--- src/rtl/uart_pkg.sv ---
// uart_pkg: shared types and constants for the UART receive path.
// Holds the receiver FSM encoding and the data-width decode.
package uart_pkg;

   localparam int OVERSAMPLE_DEFAULT = 16;

   typedef enum logic [2:0] {
      RX_IDLE,
      RX_START,
      RX_DATA,
      RX_PARITY,
      RX_STOP
   } rx_state_t;

   // 2-bit width code to data bit count (5..8)
   function automatic logic [3:0] data_bits(input logic [1:0] code);
      return 4'd5 + {2'b00, code};
   endfunction

endpackage

--- src/rtl/parity.sv ---
// parity: XOR reduction of a data word.
// Yields 1 when the word holds an odd number of ones.
module parity #(
   parameter int W = 8
) (
   input  logic [W-1:0] data_i,
   output logic         parity_o
);

   assign parity_o = ^data_i;

endmodule

--- src/rtl/uart_rx_sync.sv ---
// uart_rx_sync: two-flop synchronizer for the serial line.
// A third flop delays rx_s so its falling edge can be detected.
module uart_rx_sync (
   input  logic clk,
   input  logic reset,
   input  logic rx_i,
   output logic rx_s_o,
   output logic fall_o
);

   logic meta_q, meta_d;
   logic sync_q, sync_d;
   logic dly_q, dly_d;

   // next values: shift the line through the chain
   always_comb begin
      meta_d = rx_i;
      sync_d = meta_q;
      dly_d  = sync_q;
   end

   // line idles high, so the chain resets to 1
   always_ff @(posedge clk or posedge reset) begin
      if (reset) begin
         meta_q <= 1'b1;
         sync_q <= 1'b1;
         dly_q  <= 1'b1;
      end else begin
         meta_q <= meta_d;
         sync_q <= sync_d;
         dly_q  <= dly_d;
      end
   end

   assign rx_s_o = sync_q;
   assign fall_o = dly_q & ~sync_q;

endmodule

--- src/rtl/uart_receiver.sv ---
// uart_receiver: 16x oversampled UART receive stage with a
// valid/ack holding register and parity/frame/overrun status.
module uart_receiver
   import uart_pkg::*;
#(
   parameter int OVERSAMPLE = OVERSAMPLE_DEFAULT
) (
   input  logic       clk,
   input  logic       reset,
   input  logic       rx_en_i,
   input  logic       tick_i,
   input  logic       rx_i,
   input  logic [1:0] data_bit_num_i,
   input  logic       parity_en_i,
   input  logic       parity_type_i,
   input  logic       stop_bit_num_i,
   input  logic       rd_ack_i,
   output logic [7:0] data_o,
   output logic       data_valid_o,
   output logic       rx_done_o,
   output logic       parity_err_o,
   output logic       frame_err_o,
   output logic       overrun_err_o,
   output logic       rts_no
);

   localparam int CW = $clog2(OVERSAMPLE);
   localparam logic [CW-1:0] HALF_LAST = CW'(OVERSAMPLE / 2 - 1);
   localparam logic [CW-1:0] FULL_LAST = CW'(OVERSAMPLE - 1);

   logic rx_s;
   logic rx_fall;

   uart_rx_sync u_sync (
      .clk    (clk),
      .reset  (reset),
      .rx_i   (rx_i),
      .rx_s_o (rx_s),
      .fall_o (rx_fall)
   );

   rx_state_t     state_q, state_d;
   logic [CW-1:0] tick_cnt_q, tick_cnt_d;
   logic [2:0]    bit_cnt_q, bit_cnt_d;
   logic [7:0]    shreg_q, shreg_d;
   logic          par_bit_q, par_bit_d;
   logic          ferr_acc_q, ferr_acc_d;

   logic [7:0]    data_q, data_d;
   logic          valid_q, valid_d;
   logic          done_q, done_d;
   logic          perr_q, perr_d;
   logic          ferr_q, ferr_d;
   logic          ovr_q, ovr_d;
   logic          rts_q, rts_d;

   logic          sample;
   logic          data_last;
   logic          complete;
   logic          ferr_new;
   logic          par_calc;
   logic          perr_new;

   parity #(.W(8)) u_parity (
      .data_i   (shreg_q),
      .parity_o (par_calc)
   );

   // mid-bit sample strobe: half a bit in START, full bit elsewhere
   always_comb begin
      sample = 1'b0;
      if (tick_i) begin
         if (state_q == RX_START) begin
            sample = (tick_cnt_q == HALF_LAST);
         end else begin
            sample = (tick_cnt_q == FULL_LAST);
         end
      end
      data_last = (({1'b0, bit_cnt_q} + 4'd1) == data_bits(data_bit_num_i));
      ferr_new  = ferr_acc_q | ~rx_s;
      perr_new  = parity_en_i & (par_bit_q ^ par_calc ^ parity_type_i);
   end

   // frame FSM: tick counting, bit sampling and completion detect
   always_comb begin
      state_d    = state_q;
      tick_cnt_d = tick_cnt_q;
      bit_cnt_d  = bit_cnt_q;
      shreg_d    = shreg_q;
      par_bit_d  = par_bit_q;
      ferr_acc_d = ferr_acc_q;
      complete   = 1'b0;

      if (tick_i && state_q != RX_IDLE) begin
         if (state_q == RX_START && tick_cnt_q == HALF_LAST) begin
            tick_cnt_d = '0;
         end else begin
            tick_cnt_d = tick_cnt_q + 1'b1;
         end
      end

      unique case (state_q)
         RX_IDLE: begin
            if (rx_fall && rx_en_i) begin
               state_d    = RX_START;
               tick_cnt_d = '0;
               bit_cnt_d  = '0;
               shreg_d    = '0;
               ferr_acc_d = 1'b0;
            end
         end
         RX_START: begin
            if (sample) begin
               state_d   = rx_s ? RX_IDLE : RX_DATA;
               bit_cnt_d = '0;
            end
         end
         RX_DATA: begin
            if (sample) begin
               shreg_d[bit_cnt_q] = rx_s;
               if (data_last) begin
                  bit_cnt_d = '0;
                  state_d   = parity_en_i ? RX_PARITY : RX_STOP;
               end else begin
                  bit_cnt_d = bit_cnt_q + 3'd1;
               end
            end
         end
         RX_PARITY: begin
            if (sample) begin
               par_bit_d = rx_s;
               bit_cnt_d = '0;
               state_d   = RX_STOP;
            end
         end
         RX_STOP: begin
            if (sample) begin
               ferr_acc_d = ferr_new;
               if (bit_cnt_q[0] == stop_bit_num_i) begin
                  complete = 1'b1;
                  state_d  = RX_IDLE;
               end else begin
                  bit_cnt_d = 3'd1;
               end
            end
         end
         default: state_d = RX_IDLE;
      endcase

      if (!rx_en_i) begin
         state_d  = RX_IDLE;
         complete = 1'b0;
      end
   end

   // holding register, status flags and flow control
   always_comb begin
      data_d  = data_q;
      valid_d = valid_q;
      done_d  = 1'b0;
      perr_d  = perr_q;
      ferr_d  = ferr_q;
      ovr_d   = ovr_q;
      rts_d   = ~(rx_en_i & ~valid_q);

      if (complete) begin
         done_d = 1'b1;
         if (!valid_q || rd_ack_i) begin
            data_d  = shreg_q;
            perr_d  = perr_new;
            ferr_d  = ferr_new;
            valid_d = 1'b1;
            ovr_d   = 1'b0;
         end else begin
            ovr_d = 1'b1;
         end
      end else if (rd_ack_i && valid_q) begin
         valid_d = 1'b0;
         ovr_d   = 1'b0;
      end
   end

   // state and output registers
   always_ff @(posedge clk or posedge reset) begin
      if (reset) begin
         state_q    <= RX_IDLE;
         tick_cnt_q <= '0;
         bit_cnt_q  <= '0;
         shreg_q    <= '0;
         par_bit_q  <= 1'b0;
         ferr_acc_q <= 1'b0;
         data_q     <= '0;
         valid_q    <= 1'b0;
         done_q     <= 1'b0;
         perr_q     <= 1'b0;
         ferr_q     <= 1'b0;
         ovr_q      <= 1'b0;
         rts_q      <= 1'b1;
      end else begin
         state_q    <= state_d;
         tick_cnt_q <= tick_cnt_d;
         bit_cnt_q  <= bit_cnt_d;
         shreg_q    <= shreg_d;
         par_bit_q  <= par_bit_d;
         ferr_acc_q <= ferr_acc_d;
         data_q     <= data_d;
         valid_q    <= valid_d;
         done_q     <= done_d;
         perr_q     <= perr_d;
         ferr_q     <= ferr_d;
         ovr_q      <= ovr_d;
         rts_q      <= rts_d;
      end
   end

   assign data_o        = data_q;
   assign data_valid_o  = valid_q;
   assign rx_done_o     = done_q;
   assign parity_err_o  = perr_q;
   assign frame_err_o   = ferr_q;
   assign overrun_err_o = ovr_q;
   assign rts_no        = rts_q;

endmodule

--- config.mk ---
export PLATFORM = sky130hd
export DESIGN_NAME = uart_receiver
export DESIGN_NICKNAME = d
export VERILOG_FILES = /design/src/rtl/uart_pkg.sv /design/src/rtl/parity.sv /design/src/rtl/uart_rx_sync.sv /design/src/rtl/uart_receiver.sv
export SDC_FILE = /design/constraint.sdc
export NUM_CORES = 1
export LEC_CHECK = 0
export BUFFER_PORTS_ARGS = -buffer_cell sky130_fd_sc_hd__buf_2
export CORE_ASPECT_RATIO = 1.75
export CORE_MARGIN = 5
export CORE_UTILIZATION = 61
export DETAILED_ROUTE_END_ITERATION = 8
export GPL_TIMING_DRIVEN = 0
export PLACE_DENSITY_LB_ADDON = 0.15
export SLEW_MARGIN = 20
export SYNTH_ARGS = -nofsm -noshare
export SYNTH_HDL_FRONTEND = slang
export SYNTH_SLANG_ARGS = --single-unit
--- constraint.sdc ---
create_clock -name clk -period 5.4 [get_ports clk]
set_input_delay 0.27 -clock clk [delete_from_list [all_inputs] [get_ports clk]]
set_output_delay 0.27 -clock clk [all_outputs]
set_load 0.03 [all_outputs]
==> results of run 1 <==
state kept, by name (all words and copies together) (netlist names), 3 cells and up:
signal      flops
bit_cnt_q       3
data_o          8
shreg_q         8
state_q         3
tick_cnt_q      4
worst max path at each step:
| stage | from | to | slack, ns | depth (start not counted) |
|---|---|---|---|---|
| 2_1_floorplan | bit_cnt_q[0] | state_q[2] | 3.43 | 6 |
| 3_3_place_gp | state_q[1] | data_o[1] | 3.27 | 6 |
| 3_5_place_dp | bit_cnt_q[0] | state_q[2] | 3.19 | 6 |
| 4_1_cts | bit_cnt_q[0] | state_q[2] | 3.16 | 6 |
| 5_1_grt | bit_cnt_q[0] | state_q[2] | 3.02 | 6 |
| 6_report | bit_cnt_q[0] | state_q[2] | 3.15 | 6 |
worst reg2reg max path: stages, from the launching register on:
cell and delay [ns]:
dfrtp_1 0.44, ha_1 0.35, xnor2_1 0.21, nand2_1 0.08, o31ai_1 0.65, nand2b_4 0.11
o41ai_2 0.33
cells by family after synthesis:
kind of cell,synth area share (%)
and+or+nand+nor,17.2
adders and majority gates,1.92
DFF,47.6
buffers and inverters,3.52
AOI/OAI and AO/OA,14.8
xor gates and xnor gates,7.42
muxes,7.54
area by class of cell:
| type | instances | area [µm²] |
|---|---|---|
| Timing Repair Buffer | 24 | 120 |
| Clock inverter | 2 | 35.0 |
| Buffer | 10 | 42.5 |
| Inverter | 7 | 26.3 |
| Clock buffer | 6 | 72.6 |
| Multi-Input combinational cell | 138 | 957 |
| Tap cell | 43 | 53.8 |
| Sequential cell | 37 | 931 |
| Fill cell | 246 | 870 |
power by group through the flow:
stage,combinational [mW],clock (mW),sequential (mW)
6_report,0.176,0.233,0.318
5_1_grt,0.195,0.250,0.319
4_1_cts,0.175,0.239,0.317
3_5_place_dp,0.173,0,0.322
3_3_place_gp,0.167,0,0.321
2_1_floorplan,0.134,0,0.318
per-layer routing:
metal  track usage [%]  up-vias  routed length, µm
met5                 0        -                  0
met4              7.91        0                 91
met3              4.57       11                146
met2              40.8       32               2470
met1              23.5      771               1630
li1                  -      745                  -
stage by stage:
stage | worst slack, ns | utilization (%) | std cells
2_1_floorplan | 3.43 | - | 192
3_3_place_gp | 3.27 | 68.6 | 259
3_5_place_dp | 3.19 | 68.6 | 259
4_1_cts | 3.16 | 72.0 | 267
5_1_grt | 3.02 | 72.0 | 267
6_report | 3.15 | 72.0 | 267
placed cells by master, fill, tap and decap left out, types with 3 or more instances in the layout:
master	synthesis	final
xnor2_1	10	10
a21oi_1	5	5
clkbuf_1	6	7
clkbuf_8	0	5
o31ai_1	4	4
nor3_1	3	3
nor2_1	12	12
dfstp_2	4	4
buf_2	4	28
o21ai_1	7	7
xor2_1	4	4
and3_1	3	3
mux2_1	8	8
ha_1	3	3
dfrtp_1	33	33
nand3_1	9	9
nor2b_1	5	5
a31oi_1	4	4
o21ai_0	13	13
inv_1	7	6
nand2_1	12	12
nand2b_1	4	4
==> impl_metrics.py, run 1 <==
metrics = {
    "placement": {
        "gp_congestion": 0.885,
        "io_buffers": 24,
        "dpl_cell_area_um2": 2130,
        "dpl.hpwl_um": 3220,
    },
    "worst_setup_path": {
        "cp_cell_sequence": "ha_1 > xnor2_1 > nand2_1 > o31ai_1 > nand2b_4 > o41ai_2",
        "r2r_slack_ns": 3.15,
        "cpMaxStageDelayCell": "o31ai_1",
        "crit_path_end_kind": "flip-flop",
        "crit_required_ns": 5.59,
        "reg2reg_to": "state_q[2]",
        "arrival_ns": 2.44,
        "rr_startpoint": "bit_cnt_q[0]",
        "crit_type": "flip-flop to flip-flop",
        "slowest_delay_ns": 0.65,
        "cp_num_buf_inv": 0,
        "worstRegToRegCells": 6,
        "cp-start-kind": "flip-flop",
        "crit_family": "compound AO/OA/AOI/OAI gates",
        "crit_fanout": 4,
    },
    "drt": {
        "routed_wl_um": 4340,
        "num_vias": 1559,
        "ant_nets": 0,
        "firstDrtPassIters": 4,
        "post_drt_wl_per_cell_um": 16.3,
        "via_per_inst": 5.84,
        "drc": 0,
        "dr.first_iter.drc_count": 45,
    },
    "synth": {
        "synth_area_um2": 1960,
        "synthTopCellsByArea": "dfrtp_1, dfstp_2, mux2_1, xnor2_1, o21ai_0",
        "synth_edf_count": 0,
        "synth_most_common_cell": "dfrtp_1",
        "synthCells": 192,
        "synth_nets": 206,
        "yosys_warnings": 0,
        "postSynthAreaPerCell_um2": 10.2,
        "synth-seq-cells": 37,
        "async_flop_share_pct": 100,
        "ys_types": 46,
        "yosysSeqAreaShare_pct": 47.6,
        "synth.top_cell.area_share_pct": 42.2,
        "yosys.area.top_type": "dfrtp_1",
        "synth_top_flop_cell": "dfrtp_1",
        "synth_common_cells": "dfrtp_1, o21ai_0, nand2_1, nor2_1, xnor2_1",
    },
    "floorplan": {
        "placementRows": 27,
        "start_util_pct": 63.0,
        "die_x_um": 52.8,
        "fp.dieArea_um2": 4490,
        "ios": 25,
        "core_area_um2": 3110,
        "fp.dieH_um": 84.9,
    },
    "clock_tree": {
        "cts_tree": "done",
        "cts_root_buf": "clkbuf_8",
        "path_clk_slew_ns": 0.07,
        "cts_resized": 0,
        "post-cts-setup-buffers": 0,
        "cts_sinks": 37,
        "htree_levels": 2,
        "cts_inserted_buffers": 5,
        "cts_hold_buf": 0,
        "insertion_delay_ns": 0.29,
        "cts_max_path_buffers": 2,
    },
    "layout": {
        "area_growth_pct": 14.4,
        "nNetsFinal": 237,
        "antenna_cells": 0,
        "drive_above_1_share_pct": 20.5,
        "final_area_um2": 2240,
    },
    "run": {
        "drv_cap": 0,
    },
    "hold_path": {
        "holdPathEnd": "u_sync.meta_q",
        "min_path_type": "input pin to flip-flop",
        "hp-start": "rx_i",
        "hold_depth": 1,
    },
    "grt": {
        "antenna_found_initial": 0,
        "grt_pass1_vias": 1700,
        "grt_max_degree": 38,
        "grt_use_total_pct": 22.1,
        "grt_overflow": 0,
        "grt_pass1_wl_um": 7510,
    },
    "power_and_ir_drop": {
        "p_leak_nw": 1.07,
        "switchingPower_mw": 0.223,
        "p_sw_share_pct": 30.6,
        "power.total_mw": 0.726,
        "powerDensity_nw_per_um2": 324,
        "p_clk_share_pct": 32.0,
        "p_seq_share_pct": 43.8,
        "p_int_mw": 0.504,
        "pwr-share-comb_pct": 24.2,
        "peakVddDrop_mv": 0.250,
    },
    "sta": {
        "holdWs_ns": 0.0851,
        "tightest_slew_ns": 0.768,
        "tns_ns": 0,
        "slew_violations": 0,
        "min_period_over_period_pct": 41.7,
        "setup_viol": 0,
        "fin_worst_skew_ns": 0.00981,
        "slew_headroom_pct": 48.7,
        "fmax_ghz": 0.444,
        "grt_setup_unrepaired": "no",
        "hold_viol_final": 0,
        "period_needed_ns": 2.25,
    },
    "status": {
        "status": "finished clean",
    },
}
Power figures use the tool's default switching activity.
==> run 2: changes to the inputs <==
Settings changed: ABC_AREA from default to 1, CORE_UTILIZATION 61 to 58.
Clock period 5.4 ns to 2.35 ns, I/O delays scaled along.
==> run 2 against run 1 <==
Non-clock buffer count fell by 3. Sequential cell count is the same. Cell count up 38%. Register-to-register slack worse by 2.6 ns. Clock-buffer cell count up 1. Sequential share of layout area fell by 4.4 points. Combinational power grew to 3.1 times the previous value. Worst setup slack worse by 2.6 ns. Synthesized cell count grew 51%. Cell area up 12%. Utilization down 3.8 points. Largest cell class unchanged.
==> impl_metrics.py, run 2 <==
metrics = {
    "sta": {
        "slew_headroom_pct": 62.3,
        "period_needed_ns": 1.77,
        "hold_viol_final": 0,
        "tightest_slew_ns": 0.566,
        "tns_ns": 0,
        "min_period_over_period_pct": 75.4,
        "setup_viol": 0,
        "fmax_ghz": 0.564,
        "slew_violations": 0,
        "fin_worst_skew_ns": 0.00638,
        "grt_setup_unrepaired": "no",
    },
    "layout": {
        "area_growth_pct": 13.3,
        "nNetsFinal": 336,
        "final_cells": 369,
        "final_common_cell": "nand2_1",
        "fillers": 336,
        "antenna_cells": 0,
        "mostFrequentLayoutCells": "nand2_1, dfrtp_1, nor2_1",
        "drive_above_1_share_pct": 21.4,
        "final_area_um2": 2500,
    },
    "worst_setup_path": {
        "crit_required_ns": 2.52,
        "crit_fanout": 8,
        "worstRegToRegCells": 8,
        "r2r_slack_ns": 0.58,
        "crit_type": "flip-flop to flip-flop",
        "crit_path_end": "state_q[1]",
        "arrival_ns": 1.95,
        "reg2reg_to": "state_q[1]",
        "crit_path_end_kind": "flip-flop",
        "rr_startpoint": "bit_cnt_q[1]",
        "cp-start-kind": "flip-flop",
        "cp-startpoint": "bit_cnt_q[1]",
    },
    "hold_path": {
        "min_path_type": "input pin to flip-flop",
        "hold_depth": 2,
    },
    "clock_tree": {
        "cts_root_buf": "clkbuf_8",
        "cts_resized": 0,
        "cts_tree": "done",
        "cts_max_path_buffers": 2,
        "htree_levels": 2,
        "cts_sinks": 37,
        "path_clk_slew_ns": 0.07,
        "cts_inserted_buffers": 5,
        "insertion_delay_ns": 0.29,
    },
    "synth": {
        "synth_nets": 303,
        "synth.top_cell.area_share_pct": 37.4,
        "synthCells": 289,
        "synth_top_flop_cell": "dfrtp_1",
        "synth_edf_count": 0,
        "synth_area_um2": 2210,
        "postSynthAreaPerCell_um2": 7.63,
        "async_flop_share_pct": 100,
        "synth-seq-cells": 37,
        "yosys_warnings": 0,
        "synth_most_common_cell": "nand2_1",
        "ys_types": 35,
        "synth_common_cells": "nand2_1, dfrtp_1, nor2_1",
        "synthTopCellsByArea": "dfrtp_1, nand2_1, nor2_1, inv_1, dfstp_2",
        "yosys.area.top_type": "dfrtp_1",
        "yosysSeqAreaShare_pct": 42.2,
    },
    "floorplan": {
        "placementRows": 29,
        "core_area_um2": 3660,
        "fp.dieH_um": 91.6,
        "start_util_pct": 60.2,
        "fp.dieArea_um2": 5190,
        "ios": 25,
        "die_x_um": 56.6,
    },
    "run": {
        "drv_cap": 0,
    },
    "drt": {
        "post_drt_wl_per_cell_um": 12.2,
        "ant_nets": 0,
        "routed_wl_um": 4510,
        "num_vias": 1890,
        "dr.first_iter.drc_count": 57,
        "firstDrtPassIters": 4,
        "via_per_inst": 5.12,
        "drc": 0,
    },
    "grt": {
        "grt_pass1_vias": 1914,
        "grt_pass1_wl_um": 8050,
        "grt_overflow": 0,
        "antenna_found_initial": 0,
        "grt_max_degree": 28,
        "grt_use_total_pct": 19.5,
    },
    "power_and_ir_drop": {
        "power.total_mw": 1.73,
        "powerDensity_nw_per_um2": 693,
        "p_leak_nw": 1.39,
        "peakVddDrop_mv": 0.700,
    },
    "placement": {
        "gp_congestion": 0.919,
        "io_buffers": 23,
        "post-place-cells": 359,
        "dpl_cell_area_um2": 2400,
        "dpl.hpwl_um": 3590,
    },
    "status": {
        "status": "finished clean",
    },
}
-- run 2: cell count changes after synthesis, sizes merged, moves of 5 or more --
| cell | delta |
|---|---|
| nor2 | +24 |
| nand2 | +78 |
| o21ai | -9 |
| or2 | +8 |
| nor2b | -5 |
| nand3 | +11 |
| inv | +27 |
| mux2 | -11 |
| xnor2 | -8 |
| clkbuf | -5 |
| nand2b | -5 |
| nor3 | +16 |
-- run 2: repair_timing --
action                                  in CTS  in global routing
hold endpoints to repair                    10                  0
endpoints found under the setup margin       0                  0
buffers inserted                             0                  0
hold buffers                                 2                  0
-- run 2: worst min-delay path by stage --
stage | startpoint | end | slack, ns
finish | rd_ack_i | data_valid_o | 0.05
global route | rd_ack_i | data_valid_o | 0.05
CTS | rd_ack_i | data_valid_o | 0.05
detailed placement | reset | state_q[0] | 0.07
global placement | rx_i | u_sync.meta_q | 0.22
floorplan | rx_i | u_sync.meta_q | 0.12
-- run 2: where the power goes --
part / internal (mW) / switching [mW] / leakage, nW
sequential: 0.701 / 0.0584 / 0.491
clock: 0.208 / 0.213 / 0.0422
combinational: 0.188 / 0.362 / 0.855
-- run 2: worst max-delay path, stage by stage (launching register included) --
cell and delay, ns:
dfrtp_1 0.47, ha_1 0.34, xor2_1 0.15, nor2_1 0.08, nand3_1 0.16, nand2_1 0.20, nand3_1 0.12, nand3_1 0.08
nand2_1 0.06
-- run 2: layout make-up --
cell class                      count  area [µm²]  share of cell area [%]
Tap cell                           46        57.6                    2.30
Sequential cell                    37         931                    37.2
Buffer                              5        31.3                    1.25
Inverter                           34         128                    5.11
Clock inverter                      1        5.00                   0.200
Clock buffer                        7        76.3                    3.05
Timing Repair Buffer               26         155                    6.21
Multi-Input combinational cell    213        1120                    44.6
-- run 2: kinds of logic (layout without fill, tap and decap cells) --
family	Yosys count	in the layout	share of synthesized area, %
adders and majority gates	3	3	1.70
and+or+nand+nor	180	180	40.0
xor gates and xnor gates	8	8	3.52
buffers and inverters	39	73	7.20
DFF	37	37	42.2
AOI/OAI and AO/OA	22	22	5.39
-- run 2: routing by layer --
metal	up-vias	track usage (%)	routed length [µm]	part of all wire, %
met3	13	3.26	167	3.7
met4	0	10.1	137	3.0
met2	39	37.6	2560	57
met5	-	0	0	0
met1	855	18.7	1650	36
li1	983	-	-	-
-- run 2: stage by stage --
step,setup WS [ns],utilization (%),hold slack [ns]
final,0.578,68.2,0.0470
after global routing,0.448,68.2,0.0520
after CTS,0.585,68.2,0.0471
after detailed placement,0.596,65.4,0.0670
after global placement,0.622,64.9,0.222
after floorplan,0.840,-,0.122
==> run 3: changes to the inputs <==
Settings changed: ABC_AREA 1 to 0, CORE_UTILIZATION 58 to 51.
Clock period 2.35 ns to 1.5 ns, I/O delays scaled along.
==> run 3 against run 2 <==
Clock skew grew 0.0014 ns. Largest power group unchanged. Via count shrank 13%. The flow now finishes with violations (negative setup slack). First-iteration DRC count rose by 16%. Largest cell class unchanged. Worst setup slack got worse by 1.0 ns. Non-clock buffer count grew 16. Critical endpoint is now bit_cnt_q[2].
==> impl_metrics.py, run 3 (same netlist as run 1, synthesis figures left out) <==
metrics = {
    "status": {
        "status": "complete, but fails checks",
        "violations": "negative setup slack",
    },
    "power_and_ir_drop": {
        "powerDensity_nw_per_um2": 1090,
        "p_leak_nw": 1.18,
        "peakVddDrop_mv": 0.904,
        "power.total_mw": 2.74,
    },
    "layout": {
        "drive_above_1_share_pct": 33.6,
        "final_common_cell": "dfrtp_1",
        "fillers": 285,
        "area_growth_pct": 29.0,
        "multiInputGateArea_um2": 1130,
        "mostFrequentLayoutCells": "dfrtp_1, buf_2, o21ai_1",
        "regArea_um2": 931,
        "nNetsFinal": 251,
        "antenna_cells": 0,
        "fin_util_pct": 68.9,
    },
    "drt": {
        "dr.first_iter.drc_count": 66,
        "num_vias": 1636,
        "drc": 0,
        "routed_wl_um": 4720,
        "ant_nets": 0,
        "post_drt_wl_per_cell_um": 16.6,
        "firstDrtPassIters": 4,
        "via_per_inst": 5.76,
    },
    "clock_tree": {
        "cts_max_path_buffers": 2,
        "cts_root_buf": "clkbuf_8",
        "cts_tree": "done",
        "htree_levels": 2,
        "cts_sinks": 37,
        "cts_inserted_buffers": 5,
        "path_clk_slew_ns": 0.07,
        "insertion_delay_ns": 0.29,
    },
    "sta": {
        "min_period_over_period_pct": 131,
        "slew_headroom_pct": 49.2,
        "fin_worst_skew_ns": 0.00783,
        "tightest_slew_ns": 0.762,
        "grt_setup_unrepaired": "yes",
        "period_needed_ns": 1.96,
        "hold_viol_final": 0,
        "fin_ws_ns": -0.459,
        "fmax_ghz": 0.510,
        "setup_viol": 29,
        "slew_violations": 0,
    },
    "floorplan": {
        "core_area_um2": 3660,
        "die_x_um": 56.8,
        "ios": 25,
        "fp.dieH_um": 91.9,
        "placementRows": 29,
        "fp.dieArea_um2": 5220,
        "start_util_pct": 53.4,
    },
    "grt": {
        "grt_max_degree": 38,
        "grt_overflow": 0,
        "grt_pass1_wl_um": 7770,
        "grt_use_total_pct": 18.8,
        "grtUsageMet3_pct": 3.51,
        "use_met2_pct": 34.8,
        "top_usage_layer": "met2",
        "antenna_found_initial": 0,
        "grt_pass1_vias": 1683,
        "grt_use_met1_pct": 20.2,
    },
    "run": {
        "drv_cap": 0,
    },
    "hold_path": {
        "min_path_type": "input pin to flip-flop",
        "hp-start": "rx_en_i",
        "hold_depth": 2,
        "holdPathEnd": "rts_no",
    },
    "worst_setup_path": {
        "crit_path_end_kind": "flip-flop",
        "crit_fanout": 4,
        "cp-start-kind": "flip-flop",
        "arrival_ns": 2.13,
        "worstRegToRegCells": 5,
        "rr_startpoint": "state_q[0]",
        "crit_type": "flip-flop to flip-flop",
        "r2r_slack_ns": -0.46,
        "reg2reg_to": "bit_cnt_q[2]",
        "crit_required_ns": 1.67,
    },
    "placement": {
        "dp_slack_ns": -0.556,
        "gp_congestion": 0.799,
        "io_buffers": 24,
        "dpl.hpwl_um": 3230,
    },
}
## run 3: changes by cell type in the layout (fill, tap and decap cells not counted), sizes merged, moves of 4 or more
| cell | previous run | this run |
|---|---|---|
| nor2 | 36 | 12 |
| inv | 34 | 7 |
| a31oi | 0 | 4 |
| nand4 | 6 | 2 |
| nand2 | 90 | 12 |
| nand2b | 0 | 5 |
| nand3 | 20 | 9 |
| o21ai | 11 | 20 |
| xnor2 | 2 | 10 |
| mux2 | 0 | 11 |
| nor2b | 0 | 5 |
| buf | 28 | 40 |
| nor3 | 19 | 3 |
| or2 | 8 | 0 |
## run 3: cell type report
type	instances	share of cell area, %
well taps	46	2.28
clock buffers	6	2.87
multi-input cells	139	44.6
plain buffers	8	2.28
repair buffers	39	9.66
clock inverters	2	0.396
flip-flops and latches	37	36.9
inverters	7	1.04
## run 3: per-stage QoR
| stage | cells | hold WS (ns) | instance area, µm² | TNS (ns) |
|---|---|---|---|---|
| 2_1_floorplan | 192 | 0.0795 | 2010 | -5.43 |
| 3_5_place_dp | 262 | 0.181 | 2190 | -10.55 |
| 5_1_grt | 284 | 0.0592 | 2520 | -10.04 |
| 6_report | 284 | 0.0552 | 2520 | -8.48 |
| 4_1_cts | 283 | 0.0255 | 2440 | -8.89 |
| 3_3_place_gp | 262 | 0.182 | 2190 | -9.26 |
## run 3: worst max-delay path by stage
stage                     slack, ns           from           end  cells past startpoint
final                         -0.46     state_q[0]  bit_cnt_q[2]                      5
after global routing          -0.50     state_q[1]  bit_cnt_q[2]                      5
after CTS                     -0.45     state_q[1]  bit_cnt_q[0]                      4
after detailed placement      -0.56  tick_cnt_q[0]  bit_cnt_q[2]                      6
after global placement        -0.54  tick_cnt_q[0]  bit_cnt_q[0]                      5
after floorplan               -0.36  tick_cnt_q[0]  bit_cnt_q[0]                      5
## run 3: metal layers
metal | share of wire [%] | vias up
li1 | - | 773
met1 | 36 | 816
met2 | 58 | 36
met3 | 4.0 | 11
met4 | 2.1 | 0
met5 | 0 | -
## run 3: timing repair
| item | 4_1_cts | 5_1_grt |
|---|---|---|
| buffers inserted | 11 | 1 |
| gates resized for setup | 12 | 13 |
| hold buffers | 3 | 0 |
| setup endpoints to repair | 29 | 30 |
| gates cloned | 0 | 1 |
| endpoints found under the hold margin | 35 | 0 |
| pin swaps | 6 | 4 |
## run 3: critical path, stage by stage, from the launching register on
cell	delay, ns
dfrtp_1	0.39
or3b_4	0.41
mux2_4	0.31
a221o_1	0.40
o2bb2ai_1	0.16
a21o_1	0.16
## run 3: power by group
group | switching [mW] | internal [mW]
Combinational | 0.507 | 0.420
Clock | 0.344 | 0.322
Sequential | 0.0809 | 1.07
Total | 0.932 | 1.81
